[src/rtl/reg_write_arbiter_if.sv]
// Bundle of signals between the register-file write arbiter and its
// neighbours: the ALU writeback and load-return requesters, the decode
// issue/check ports and the register-file write port.
interface reg_write_arbiter_if #(
  parameter int DATA_W = 32,
  parameter int ADDR_W = 3
);
  localparam int NREG = 1 << ADDR_W;

  // ALU writeback request channel
  logic              alu_valid;
  logic [ADDR_W-1:0] alu_addr;
  logic [DATA_W-1:0] alu_data;
  logic              alu_ready;

  // Load-return request channel
  logic              ld_valid;
  logic [ADDR_W-1:0] ld_addr;
  logic [DATA_W-1:0] ld_data;
  logic              ld_ready;

  // Decode issue and hazard check
  logic              issue_valid;
  logic [ADDR_W-1:0] issue_addr;
  logic [ADDR_W-1:0] chk_addr1;
  logic [ADDR_W-1:0] chk_addr2;
  logic              chk_busy;
  logic [NREG-1:0]   busy_mask;

  // Register-file write port
  logic [ADDR_W-1:0] rf_write_addr;
  logic [DATA_W-1:0] rf_write_value;
  logic              rf_write_enable;

  // Requester / decode / register-file side
  modport master (
    output alu_valid, alu_addr, alu_data,
    output ld_valid, ld_addr, ld_data,
    output issue_valid, issue_addr, chk_addr1, chk_addr2,
    input  alu_ready, ld_ready, chk_busy, busy_mask,
    input  rf_write_addr, rf_write_value, rf_write_enable
  );

  // Arbiter side
  modport slave (
    input  alu_valid, alu_addr, alu_data,
    input  ld_valid, ld_addr, ld_data,
    input  issue_valid, issue_addr, chk_addr1, chk_addr2,
    output alu_ready, ld_ready, chk_busy, busy_mask,
    output rf_write_addr, rf_write_value, rf_write_enable
  );
endinterface

[src/rtl/reg_write_arbiter.sv]
// Write-port arbiter and pending-write scoreboard for the register file.
// The ALU writeback path wins by default; a load that has been denied for
// STARVE_LIMIT consecutive cycles takes priority. The winning write is
// registered and presented to the register file one cycle after the grant.
// The scoreboard marks registers with an issued but uncommitted write so
// decode can stall on read-after-write hazards. The top register is the
// zero register and is never written or marked busy.
module reg_write_arbiter #(
  parameter int DATA_W       = 32,
  parameter int ADDR_W       = 3,
  parameter int STARVE_LIMIT = 2
) (
  input logic                clk,
  input logic                rst_n,
  reg_write_arbiter_if.slave bus
);

  localparam int NREG  = 1 << ADDR_W;
  localparam int CNT_W = (STARVE_LIMIT < 1) ? 1 : $clog2(STARVE_LIMIT + 1);
  localparam logic [CNT_W-1:0]  CNT_MAX  = CNT_W'(STARVE_LIMIT);
  localparam logic [ADDR_W-1:0] ZERO_REG = ADDR_W'(NREG - 1);

  logic [CNT_W-1:0]  starve_cnt;
  logic              load_priority;
  logic              alu_grant;
  logic              ld_grant;
  logic              any_grant;
  logic [ADDR_W-1:0] win_addr;
  logic [DATA_W-1:0] win_data;

  logic [ADDR_W-1:0] wr_addr_q;
  logic [DATA_W-1:0] wr_value_q;
  logic              wr_en_q;

  logic [NREG-1:0]   busy_q;
  logic [NREG-1:0]   busy_next;
  logic              chk1_busy;
  logic              chk2_busy;

  // Grant decision: ALU first unless the load has waited long enough;
  // both readies are forced low while reset is held.
  always_comb begin
    load_priority = bus.ld_valid && (starve_cnt == CNT_MAX);
    alu_grant     = rst_n && bus.alu_valid && !load_priority;
    ld_grant      = rst_n && bus.ld_valid && (!bus.alu_valid || load_priority);
    any_grant     = alu_grant || ld_grant;
  end

  // Select the address and data of whichever requester was granted.
  always_comb begin
    win_addr = bus.alu_addr;
    win_data = bus.alu_data;
    if (ld_grant) begin
      win_addr = bus.ld_addr;
      win_data = bus.ld_data;
    end
  end

  // Count consecutive cycles the load is kept waiting, saturating at the limit.
  always_ff @(posedge clk or negedge rst_n) begin
    if (!rst_n) begin
      starve_cnt <= '0;
    end else if (!bus.ld_valid || ld_grant) begin
      starve_cnt <= '0;
    end else if (starve_cnt != CNT_MAX) begin
      starve_cnt <= starve_cnt + CNT_W'(1);
    end
  end

  // Register the winning write; address and value hold when nothing is granted.
  always_ff @(posedge clk or negedge rst_n) begin
    if (!rst_n) begin
      wr_addr_q  <= '0;
      wr_value_q <= '0;
      wr_en_q    <= 1'b0;
    end else if (any_grant) begin
      wr_addr_q  <= win_addr;
      wr_value_q <= win_data;
      wr_en_q    <= (win_addr != ZERO_REG);
    end else begin
      wr_en_q    <= 1'b0;
    end
  end

  // Next scoreboard value: the commit clears first so a same-edge issue wins.
  always_comb begin
    busy_next = busy_q;
    if (wr_en_q) begin
      busy_next[wr_addr_q] = 1'b0;
    end
    if (bus.issue_valid && (bus.issue_addr != ZERO_REG)) begin
      busy_next[bus.issue_addr] = 1'b1;
    end
    busy_next[ZERO_REG] = 1'b0;
  end

  // Scoreboard storage.
  always_ff @(posedge clk or negedge rst_n) begin
    if (!rst_n) begin
      busy_q <= '0;
    end else begin
      busy_q <= busy_next;
    end
  end

  // Hazard check of both decode sources against the registered mask.
  always_comb begin
    chk1_busy = busy_q[bus.chk_addr1] && (bus.chk_addr1 != ZERO_REG);
    chk2_busy = busy_q[bus.chk_addr2] && (bus.chk_addr2 != ZERO_REG);
  end

  assign bus.alu_ready       = alu_grant;
  assign bus.ld_ready        = ld_grant;
  assign bus.chk_busy        = chk1_busy || chk2_busy;
  assign bus.busy_mask       = busy_q;
  assign bus.rf_write_addr   = wr_addr_q;
  assign bus.rf_write_value  = wr_value_q;
  assign bus.rf_write_enable = wr_en_q;

  // Handshake and zero-register invariants.
  a_one_ready : assert property (@(posedge clk) disable iff (!rst_n)
    !(alu_grant && ld_grant));
  a_alu_ready_valid : assert property (@(posedge clk) disable iff (!rst_n)
    alu_grant |-> bus.alu_valid);
  a_ld_ready_valid : assert property (@(posedge clk) disable iff (!rst_n)
    ld_grant |-> bus.ld_valid);
  a_no_zero_write : assert property (@(posedge clk) disable iff (!rst_n)
    wr_en_q |-> (wr_addr_q != ZERO_REG));
  a_zero_never_busy : assert property (@(posedge clk) disable iff (!rst_n)
    !busy_q[ZERO_REG]);

endmodule

[src/flat_wrapper.sv]
// flat-port wrapper written by rule: the top's interface ports become plain ports
module reg_write_arbiter_flat 
#(
  parameter int DATA_W       = 32,
  parameter int ADDR_W       = 3,
  parameter int STARVE_LIMIT = 2
)
  (clk, rst_n, bus_alu_valid, bus_alu_addr, bus_alu_data, bus_ld_valid, bus_ld_addr, bus_ld_data, bus_issue_valid, bus_issue_addr, bus_chk_addr1, bus_chk_addr2, bus_alu_ready, bus_ld_ready, bus_chk_busy, bus_busy_mask, bus_rf_write_addr, bus_rf_write_value, bus_rf_write_enable);
  reg_write_arbiter_if #(.DATA_W(DATA_W), .ADDR_W(ADDR_W)) bus_i ();
  input logic clk;
  input logic rst_n;
  input wire logic [$bits(bus_i.alu_valid)-1:0] bus_alu_valid;
  input wire logic [$bits(bus_i.alu_addr)-1:0] bus_alu_addr;
  input wire logic [$bits(bus_i.alu_data)-1:0] bus_alu_data;
  input wire logic [$bits(bus_i.ld_valid)-1:0] bus_ld_valid;
  input wire logic [$bits(bus_i.ld_addr)-1:0] bus_ld_addr;
  input wire logic [$bits(bus_i.ld_data)-1:0] bus_ld_data;
  input wire logic [$bits(bus_i.issue_valid)-1:0] bus_issue_valid;
  input wire logic [$bits(bus_i.issue_addr)-1:0] bus_issue_addr;
  input wire logic [$bits(bus_i.chk_addr1)-1:0] bus_chk_addr1;
  input wire logic [$bits(bus_i.chk_addr2)-1:0] bus_chk_addr2;
  output wire logic [$bits(bus_i.alu_ready)-1:0] bus_alu_ready;
  output wire logic [$bits(bus_i.ld_ready)-1:0] bus_ld_ready;
  output wire logic [$bits(bus_i.chk_busy)-1:0] bus_chk_busy;
  output wire logic [$bits(bus_i.busy_mask)-1:0] bus_busy_mask;
  output wire logic [$bits(bus_i.rf_write_addr)-1:0] bus_rf_write_addr;
  output wire logic [$bits(bus_i.rf_write_value)-1:0] bus_rf_write_value;
  output wire logic [$bits(bus_i.rf_write_enable)-1:0] bus_rf_write_enable;
  assign bus_i.alu_valid = bus_alu_valid;
  assign bus_i.alu_addr = bus_alu_addr;
  assign bus_i.alu_data = bus_alu_data;
  assign bus_i.ld_valid = bus_ld_valid;
  assign bus_i.ld_addr = bus_ld_addr;
  assign bus_i.ld_data = bus_ld_data;
  assign bus_i.issue_valid = bus_issue_valid;
  assign bus_i.issue_addr = bus_issue_addr;
  assign bus_i.chk_addr1 = bus_chk_addr1;
  assign bus_i.chk_addr2 = bus_chk_addr2;
  assign bus_alu_ready = bus_i.alu_ready;
  assign bus_ld_ready = bus_i.ld_ready;
  assign bus_chk_busy = bus_i.chk_busy;
  assign bus_busy_mask = bus_i.busy_mask;
  assign bus_rf_write_addr = bus_i.rf_write_addr;
  assign bus_rf_write_value = bus_i.rf_write_value;
  assign bus_rf_write_enable = bus_i.rf_write_enable;
  reg_write_arbiter #(.DATA_W(DATA_W), .ADDR_W(ADDR_W), .STARVE_LIMIT(STARVE_LIMIT)) u_core (.clk(clk), .rst_n(rst_n), .bus(bus_i));
endmodule
[config.mk]
export PLATFORM = sky130hd
export DESIGN_NAME = reg_write_arbiter_flat
export DESIGN_NICKNAME = d
export VERILOG_FILES = /design/src/rtl/reg_write_arbiter_if.sv /design/src/rtl/reg_write_arbiter.sv /design/src/flat_wrapper.sv
export SDC_FILE = /design/constraint.sdc
export NUM_CORES = 1
export LEC_CHECK = 0
export ABC_AREA = 1
export BUFFER_PORTS_ARGS = -buffer_cell sky130_fd_sc_hd__buf_2
export CORE_UTILIZATION = 40
export CTS_CLUSTER_DIAMETER = 100
export DETAILED_ROUTE_END_ITERATION = 7
export PLACE_DENSITY = 0.75
export SLEW_MARGIN = 20
export SYNTH_ARGS = -nofsm -noshare
export SYNTH_HDL_FRONTEND = slang
export SYNTH_SLANG_ARGS = --single-unit
export TNS_END_PERCENT = 10
[constraint.sdc]
create_clock -name clk -period 2.45 [get_ports clk]
set_input_delay 0.49 -clock clk [delete_from_list [all_inputs] [get_ports clk]]
set_output_delay 0.49 -clock clk [all_outputs]
set_load 0.02 [all_outputs]
After elaboration in Yosys (flattened, before gate mapping)
Cells that the tools add are included.

storage, ports and cells
  flip-flop bits (word level) = 45
  bits of input ports = 84
  output and inout port bits = 47
  logic and storage cells = 54

cells by class
  add/sub/neg operators = 1
  order comparisons = 6
  eq/ne operators = 6
  multiplexer cells = 15
  bitwise operators = 3
  reductions and logical operators = 18

operator list
  operator                                                               count
  32-bit two-way mux                                                     1
  3-bit by 4-bit < comparator with 1-bit output, second input constant   4
  7-bit two-way mux                                                      2
  3-bit inequality test, second input constant                           4
  1-bit logical AND                                                      10
  7-bit bitwise AND                                                      1
  7-bit NOT                                                              1
  7-bit bitwise OR                                                       1
  1-bit binary-select mux with 3-bit select                              2
  1-bit demux with 3-bit select                                          2
  3-bit by 1-bit >= comparator with 1-bit output, second input constant  2
  1-bit two-way mux                                                      5
  1-bit logical OR                                                       4
  2-bit two-way mux                                                      2
  1-bit zero test                                                        3
  3-bit two-way mux                                                      1
  2-bit by 1-bit adder with 2-bit output, second input constant          1
  2-bit equality test, second input constant                             1
  2-bit inequality test, second input constant                           1
  2-bit nonzero test                                                     1

Depth between registers and ports, before layout
Gate-level depths: netlist (run 1).

  word-level depth = 9
  mapped depth = 10
  gate-level depth less buffers = 9

Least setup slack after synthesis (run 1)
Ideal clock, no wire load.

  path type = flip-flop to output port
  from = register u_core.starve_cnt[0]
  to = output port bus_ld_ready
  data arrival time = 1,092 ps
  data required time = 1,960 ps
  slack = 868 ps
  stages on the path, launching flop included = 8
  path buffers = 1
  cell sequence = dfrtp_1 > inv_1 > ha_1 > nand2_1 > nand2_2 > nand2_4 > inv_4 > buf_6

on the way
  longest elaborated chain between the ends = 4

RTL lines
  item                      line                     RTL
  start: declaration        reg_write_arbiter.sv:23  logic [CNT_W-1:0] starve_cnt;
  start signal: assignment  reg_write_arbiter.sv:66  starve_cnt <= starve_cnt + CNT_W'(1);
  2-bit equality test       reg_write_arbiter.sv:43  load_priority = bus.ld_valid && (starve_cnt == CNT_MAX);
  1-bit logical AND         reg_write_arbiter.sv:43
  1-bit logical OR          reg_write_arbiter.sv:45  ld_grant = rst_n && bus.ld_valid && (!bus.alu_valid || load_priority);
  1-bit logical AND         reg_write_arbiter.sv:45
  end: declaration          flat_wrapper.sv:23       output wire logic [$bits(bus_i.ld_ready)-1:0] bus_ld_ready;

No other way between the ends.

Worst setup path in the final report (run 1)
Ends and elaborated chain as after synthesis.

==> run_results.csv, run 1 <==
group,metric,value,unit
yosys,syn_nets,476,
cts,cts_setup_buffers,0,
place,gp_congestion,0.866,
floorplan,io_pins,131,
layout,nets,604,
run,maxCapViolCount,0,
yosys,yosysTopAreaCell,"dfrtp_1",
sta,max-slew-margin-rel,60.7,%
sta,tns,0,ns
yosys,ys_seq_area_share,43.4,%
route,vias,2634,
critical_path,crit_type,"flip-flop to output port",
layout,multiInputGateArea,1040,um2
critical_path,startpoint,"u_core.starve_cnt[0]",
critical_path,reg2reg_from,"u_core.starve_cnt[0]",
yosys,synth_cells,391,
sta,clock_skew,0.00487,ns
min_path,worstHoldPathType,"input pin to asynchronous set/reset pin",
yosys,ys_async_sr_fraction,100,%
route,final_antenna_net_count,0,
global_routing,grt_pass1_wl,9920,um
floorplan,core_area,6100,um2
layout,final_area,3400,um2
cts,cts.sinks,45,
yosys,syn-cell-area,2600,um2
yosys,yosys.cell_count.top_type,"nand2_1",
route,firstDrtPassIters,4,
route,wirelength,6350,um
yosys,syn_avg_cell_area,6.64,um2
global_routing,grt_start_max_net_pins,36,
cts,clk_pin_slew,0.08,ns
place,dp_cells,587,
sta,worst_pin_slew,0.589,ns
critical_path,required,1.96,ns
sta,finalCriticalPeriod,2.03,ns
sta,timing.hold.ws,0.168,ns
critical_path,critPathCaptureType,"output port",
sta,finalHoldViolations,0,
power,p_per_area,690,nW/um2
floorplan,die_height,82.6,um
route,route.detailed.drc,0,
route,avgViaCountPerCell,4.43,
route,dr_wl_met3,532,um
yosys,synth.distinct_cells,20,
global_routing,grtUsageTotal,19.4,%
power,vdd_drop_max,399,uV
layout,drive_gt1_share,28.5,%
sta,finalSetupViolCount,0,
place,place_hpwl,4900,um
outcome,status,"complete, no violations",
floorplan,rows,28,
place,io_buffers,129,
yosys,synth_area_leaders,"dfrtp_1 43%, nand2_1 24%, inv_1 12%",
yosys,synth_top_area_share,43.4,%
route,wire_per_inst,10.7,um
yosys,synth_edf_count,0,
global_routing,grt_pass1_vias,2314,
layout,syn_to_final_growth,30.8,%
sta,period_share,82.8,%
floorplan,die_w,82.6,um
sta,maxSlewViolCount,0,
cts,cts-root-buf,"clkbuf_8",
global_routing,antenna_found_initial,0,
yosys,synth_commonest_cells,"165 x nand2_1, 85 x inv_1, 49 x nand3_1",
layout,stdcell_count,595,
yosys,synth-warning-count,0,
cts,hold_buffers,0,
yosys,ys_seq_elements,45,
route,top_layer,"met4",
floorplan,die-area,6820,um2
sta,clock.fmax,493,MHz
route,wl_met2,2900,um
sta,rsz0062_at_grt,"false",
power,p_leak,0.00221,uW
layout,seq_area,1130,um2
floorplan,initial_core_util,42.6,%
cts,cts_htree_levels,2,
critical_path,crit_arrival,1.54,ns
cts,ctsLongestPathBuffers,2,
cts,numCtsBuffers,5,
layout,antennaDiodeCount,0,
yosys,ys.flop_type,"dfrtp_1",
route,wl_met1,2860,um
place,placed_cell_area,3280,um2
cts,cts.repair.resized,0,
layout,fill_cells,616,
cts,cts_tree,"built",
cts,clk_latency,0.29,ns
critical_path,crit_path_start_kind,"flip-flop",
critical_path,crit_fanout,16,
global_routing,overflow,0,
route,drt_iter0_markers,89,
layout,final_util,55.7,%
[layout make-up]
class | count | area share [%]
Clock buffer | 7 | 2.54
Clock inverter | 1 | 0.884
Inverter | 88 | 9.80
Multi-Input combinational cell | 245 | 30.8
Sequential cell | 45 | 33.1
Tap cell | 75 | 2.76
Timing Repair Buffer | 134 | 20.1
[registers in the layout, indices dropped and copies added, names as in the netlist]
register                    flops
u_core.bus.busy_mask            7
u_core.starve_cnt               2
u_core.bus.rf_write_value      32
u_core.bus.rf_write_enable      1
u_core.bus.rf_write_addr        3
[worst max-delay path: stages (launching register included)]
cell and delay [ns]:
dfrtp_1 0.38, inv_1 0.07, ha_1 0.16, nand2_1 0.11
nand2_2 0.13, nand2_4 0.07, inv_4 0.15, buf_2 0.19
[through the flow]
step                      power (uW)  setup WS, ns
after floorplan                 1480         0.868
after global placement          1780         0.680
after detailed placement        1800         0.610
after CTS                       2370         0.413
after global routing            2520         0.302
final                           2340         0.422
[cells by family (layout without fill, tap and decap cells)]
| kind of cell | Yosys count | in the layout | share of synthesized area, % |
|---|---|---|---|
| AO/OA/AOI/OAI | 17 | 17 | 3.42 |
| adder cells (fa/ha/maj) | 1 | 1 | 0.482 |
| buffers and inverters | 101 | 230 | 16.4 |
| flip-flops | 45 | 45 | 43.4 |
| other | 1 | 1 | 0.144 |
| AND/OR/NAND/NOR | 226 | 226 | 36.2 |
[per-layer routing]
metal,up-vias,GRT usage (%)
li1,1406,-
met1,1114,23.6
met2,108,32.9
met3,6,5.05
met4,0,7.07
met5,-,0
[where the power goes]
group | internal, uW | switching, uW
sequential | 888 | 114
combinational | 280 | 499
clock | 332 | 231
[final timing paths]
check / slack (ns) / end / depth (start not counted)
hold reg to reg: 0.48 / u_core.bus.rf_write_value[31] / 2
hold / removal: 0.17 / u_core.bus.rf_write_value[28] / 2
min in group clk: 0.46 / u_core.bus.busy_mask[4] / 2
setup / recovery: 0.42 / bus_ld_ready / 7
setup reg to reg: 0.74 / u_core.bus.rf_write_addr[2] / 8
max in group asynchronous: 1.88 / u_core.bus.rf_write_addr[1] / 2
[placed cells by master (no fill, tap or decap), types with 2 or more instances in the layout]
| master | n |
|---|---|
| and2_1 | 3 |
| buf_2 | 129 |
| buf_4 | 5 |
| clkbuf_8 | 6 |
| dfrtp_1 | 45 |
| inv_1 | 85 |
| inv_2 | 2 |
| nand2_1 | 165 |
| nand2_2 | 2 |
| nand3_1 | 49 |
| nor2_1 | 4 |
| o21ai_0 | 15 |
(Power assumes the default switching activity.)
==> inputs of run 2 (changes only) <==
Settings changed: ABC_AREA 1 to 0, PLACE_DENSITY 0.75 to 0.79.
Clock period 2.45 ns to 1.7 ns, I/O delays scaled along.
==> run 2 against run 1 <==
Effect of this change: the run now ends with setup timing left; via count fell by 2.6%; clock skew rose by 0.00058 ns; first-iteration DRC count is 84% higher; setup slack worse by 0.45 ns; register-to-register slack got worse by 0.52 ns; total power grew 40%; core utilization up 1.8 points; worst hold slack got worse by 0.043 ns; critical path type unchanged; critical endpoint is now bus_chk_busy; largest power group unchanged; highest routed layer unchanged.
==> run_results.csv, run 2 <==
group,metric,value,unit
outcome,status,"finished with violations",
outcome,violations,"setup timing",
yosys,ys_seq_area_share,47.2,%
cts,cts.sinks,45,
yosys,synth-xor-area-share,0.367,%
floorplan,core_area,5640,um2
run,maxCapViolCount,0,
yosys,synth_commonest_cells,"45 x dfrtp_1, 39 x nor2_1, 34 x a31oi_1, 34 x nand3_1, 31 x o21ai_0",
critical_path,crit_fanout,3,
layout,fill_cells,515,
cts,cts-root-buf,"clkbuf_8",
global_routing,grt_start_max_net_pins,71,
power,p_per_area,1010,nW/um2
yosys,ys_async_sr_fraction,100,%
floorplan,rows,27,
power,p_leak,0.00148,uW
place,io_buffers,129,
route,wire_per_inst,13.8,um
sta,rsz0062_at_grt,"true",
place,gp_congestion,0.805,
floorplan,die_w,79.3,um
route,drt_iter0_markers,164,
cts,clk_pin_slew,0.08,ns
yosys,synth_area_leaders,"dfrtp_1 47%, a31oi_1 8.9%, nand3_1 7.1%",
yosys,synth-warning-count,0,
cts,clk_latency,0.28,ns
route,avgViaCountPerCell,5.41,
yosys,yosys.cell_count.top_type,"dfrtp_1",
floorplan,initial_core_util,42.3,%
yosys,yosysTopAreaCell,"dfrtp_1",
yosys,synth.distinct_cells,31,
sta,finalCriticalPeriod,1.73,ns
yosys,syn_avg_cell_area,8.74,um2
route,firstDrtPassIters,4,
global_routing,grt_pass1_vias,2297,
critical_path,required,1.36,ns
route,route.detailed.drc,0,
layout,mostFrequentLayoutCells,"128 x buf_2, 45 x dfrtp_1, 39 x nor2_1",
power,vdd_drop_max,568,uV
route,final_antenna_net_count,0,
global_routing,antenna_found_initial,0,
yosys,syn-cell-area,2390,um2
sta,clock_skew,0.00545,ns
min_path,worstHoldPathType,"input pin to asynchronous set/reset pin",
yosys,synth_compound_area_share,23.3,%
sta,tns,-0.0294,ns
place,pre_cts_slack,0.0933,ns
sta,finalSetupViolCount,1,
yosys,synth_simple_gate_area_share,19.2,%
floorplan,die_height,79.3,um
yosys,synth_mux_area_share,2.52,%
layout,nets,487,
sta,period_share,102,%
floorplan,io_pins,131,
critical_path,crit_path_start_kind,"flip-flop",
yosys,synth_fa_ha_area_share,0.524,%
global_routing,grtUsageTotal,21.8,%
layout,antennaDiodeCount,0,
yosys,synth_edf_count,0,
sta,clock.fmax,578,MHz
global_routing,grt_pass1_wl,10700,um
route,vias,2565,
critical_path,critPathCaptureType,"output port",
global_routing,overflow,0,
sta,maxSlewViolCount,0,
yosys,ys.flop_type,"dfrtp_1",
cts,numCtsBuffers,5,
yosys,syn_nets,358,
cts,ctsLongestPathBuffers,2,
yosys,ys_seq_elements,45,
critical_path,crit_type,"flip-flop to output port",
power,power,3290,uW
cts,cts_htree_levels,2,
cts,cts_tree,"built",
route,wirelength,6530,um
floorplan,die-area,6280,um2
layout,syn_to_final_growth,36.0,%
layout,final_common_cell,"buf_2",
yosys,synth_top_family_by_area,"compound AO/OA/AOI/OAI gates",
layout,drive_gt1_share,39.1,%
yosys,synth_cells,273,
layout,largest_reg_flops,32,
critical_path,crit_arrival,1.39,ns
place,place_hpwl,4700,um
sta,finalHoldViolations,0,
sta,worst_slack,-0.0294,ns
yosys,synth_top_area_share,47.2,%
==> run 2: cell types whose count changed after synthesis, sizes merged, moves of 3 or more <==
cell | before | now
a31oi | 1 | 34
a32o | 0 | 3
buf | 13 | 22
inv | 88 | 2
mux2i | 0 | 6
nand2 | 168 | 9
nand2b | 0 | 7
nand3 | 50 | 34
nor2 | 4 | 39
nor2b | 0 | 3
o21ai | 15 | 44
o31ai | 1 | 4
==> run 2: cells by family after synthesis <==
logic type | count (synthesis)
buf+inv | 26
fa+ha+maj | 1
xor+xnor | 1
simple gates | 99
compound gates | 94
other cells | 1
mux | 6
flops | 45
==> run 2: what timing repair did <==
action                                  CTS  global route
gates resized for setup                   7             0
endpoints found under the setup margin    3             3
hold buffers                              1             0
pin swaps                                 3             0
endpoints found under the hold margin     2             0
setup buffers                             3             0
==> run 2: area by class of cell <==
type,instances,area [um2],area share [%]
multi-input combinational,202,1120,34.5
clock buffer,5,68.8,2.12
timing repair buffer,146,798,24.6
sequential,45,1130,34.7
tap,72,90.1,2.77
inverter,2,7.51,0.231
clock inverter,2,35.0,1.08
==> run 2: power breakdown <==
part	switching (uW)	internal [uW]	total, uW
Sequential	140	1250	1390
Combinational	659	466	1120
Clock	340	427	767
==> run 2: worst paths after layout <==
path	startpoint	slack [ns]	depth (start not counted)	to
setup / recovery	u_core.bus.busy_mask[6]	-0.03	5	bus_chk_busy
hold / removal	rst_n	0.13	2	u_core.bus.rf_write_value[24]
setup reg to reg	u_core.starve_cnt[0]	0.22	6	u_core.bus.rf_write_value[19]
hold reg to reg	u_core.bus.rf_write_value[15]	0.55	2	u_core.bus.rf_write_value[15]
max in group asynchronous	rst_n	1.05	2	u_core.bus.rf_write_enable
min in group clk	bus_issue_addr[0]	0.28	2	u_core.bus.busy_mask[0]
==> run 2: per-layer routing <==
layer	track usage (%)	vias to the layer above	routed length, um
li1	-	1241	-
met1	26.5	1215	2820
met2	39.3	107	3280
met3	4.60	2	409
met4	5.09	0	23
met5	0	-	0
==> run 2: worst max-delay path, cell delays in order, from the launching register on <==
cell     delay [ns]
dfrtp_1        0.41
buf_6          0.12
mux2i_1        0.12
a22oi_1        0.10
a32o_1         0.22
buf_6          0.13
==> run 2: through the flow <==
stage,hold WS [ns],cell area (um2),utilization (%),instances
2_1_floorplan,0.0444,2390,-,273
3_3_place_gp,0.195,3080,54.6,463
3_5_place_dp,0.198,3080,54.6,463
4_1_cts,0.127,3250,57.6,474
5_1_grt,0.146,3250,57.6,474
6_report,0.125,3250,57.6,474
==> inputs of run 3 (changes only) <==
Settings changed: PLACE_DENSITY 0.79 to 0.76.
Clock period 1.7 ns to 1.85 ns, I/O delays scaled along.
==> run 3 against run 2 <==
Effect of this change: the run now ends clean; routed wire length decreased by 1.6%; die area unchanged; register-to-register slack improved by 0.10 ns; sequential share of layout area increased by 0.75 points; sequential cell count unchanged.
==> run_results.csv, run 3 (same netlist as run 2, synthesis figures left out) <==
group,metric,value,unit
route,drt_iter0_markers,110,
layout,fill_cells,520,
sta,finalSetupViolCount,0,
floorplan,initial_core_util,42.3,%
layout,antennaDiodeCount,0,
sta,period_share,96.9,%
sta,clock.fmax,558,MHz
floorplan,io_pins,131,
critical_path,required,1.48,ns
layout,nets,483,
layout,drive_gt1_share,38.3,%
layout,mostFrequentLayoutCells,"129 x buf_2, 45 x dfrtp_1, 39 x nor2_1",
layout,final_common_cell,"buf_2",
cts,ctsLongestPathBuffers,2,
floorplan,die-area,6280,um2
cts,cts_tree,"built",
critical_path,crit_path_start_kind,"flip-flop",
power,p_leak,0.00144,uW
route,final_antenna_net_count,0,
cts,numCtsBuffers,5,
global_routing,overflow,0,
place,io_buffers,129,
run,maxCapViolCount,0,
outcome,status,"complete, no violations",
critical_path,critPathCaptureType,"output port",
place,gp_congestion,0.816,
cts,cts_setup_buffers,0,
critical_path,crit_type,"flip-flop to output port",
global_routing,grtUsageTotal,21.7,%
min_path,worstHoldPathType,"input pin to asynchronous set/reset pin",
cts,clk_latency,0.29,ns
sta,timing.hold.ws,0.110,ns
place,place_hpwl,4760,um
power,vdd_drop_max,541,uV
route,wire_per_inst,13.6,um
sta,finalCriticalPeriod,1.79,ns
route,avgViaCountPerCell,5.35,
critical_path,crit_arrival,1.42,ns
floorplan,rows,27,
global_routing,grt_pass1_wl,10600,um
cts,cts.sinks,45,
cts,hold_buffers,0,
floorplan,die_height,79.3,um
cts,clk_pin_slew,0.08,ns
global_routing,antenna_found_initial,0,
sta,clock_skew,0.00309,ns
route,wirelength,6430,um
power,p_per_area,895,nW/um2
route,vias,2520,
global_routing,grt_start_max_net_pins,51,
floorplan,die_w,79.3,um
sta,maxSlewViolCount,0,
route,route.detailed.drc,0,
cts,cts-root-buf,"clkbuf_8",
cts,cts_htree_levels,2,
layout,largest_reg_flops,32,
global_routing,grt_pass1_vias,2367,
sta,rsz0062_at_grt,"false",
cts,cts.repair.resized,0,
sta,finalHoldViolations,0,
route,firstDrtPassIters,6,
floorplan,core_area,5640,um2
layout,syn_to_final_growth,33.1,%
critical_path,crit_fanout,4,
sta,tns,0,ns
-- run 3: worst paths after layout --
path	endpoint	slack (ns)	from	cells past startpoint
max in group asynchronous	u_core.bus.rf_write_value[19]	1.51	rst_n	2
hold / removal	u_core.bus.rf_write_enable	0.11	rst_n	2
min in group clk	u_core.bus.busy_mask[2]	0.30	bus_issue_addr[2]	2
hold reg to reg	u_core.bus.rf_write_value[17]	0.55	u_core.bus.rf_write_value[17]	2
setup reg to reg	u_core.bus.rf_write_addr[2]	0.32	u_core.starve_cnt[0]	6
setup / recovery	bus_chk_busy	0.06	u_core.bus.busy_mask[6]	4
-- run 3: through the flow --
stage          cell area (um2)  cells  total power [uW]  util (%)  worst slack [ns]
6_report                  3180    471              2840      56.3            0.0565
5_1_grt                   3180    471              3030      56.3           0.00860
4_1_cts                   3170    471              2870      56.1            0.0101
3_5_place_dp              3080    463              2280      54.6             0.214
3_3_place_gp              3080    463              2250      54.6             0.281
2_1_floorplan             2390    273              1880         -             0.168
-- run 3: area by class of cell --
class / instances / area [um2] / area share, %
Clock buffer: 6 / 72.6 / 2.28
Clock inverter: 2 / 10.0 / 0.315
Inverter: 2 / 7.51 / 0.236
Multi-Input combinational cell: 202 / 1120 / 35.1
Sequential cell: 45 / 1130 / 35.4
Tap cell: 72 / 90.1 / 2.83
Timing Repair Buffer: 142 / 756 / 23.8
-- run 3: power breakdown --
group	switching, uW	total (uW)	leakage [uW]	internal (uW)
clock	320	582	0.0000450	262
combinational	594	979	0.000894	385
sequential	131	1280	0.000505	1150
total	1050	2840	0.00144	1800
-- run 3: worst max-delay path: stages (launching register included) --
cell      delay, ns
dfrtp_1        0.41
mux2i_1        0.15
o221ai_1       0.14
a32o_1         0.28
buf_2          0.15
-- run 3: routing by layer --
layer	vias to the layer above	GRT usage, %	wire length (um)	part of all wire, %
met1	1170	25.1	2730	42
met3	4	5.75	464	7.2
met2	110	39.1	3190	50
met5	-	0	0	0
met4	0	6.00	38	0.59
li1	1236	-	-	-
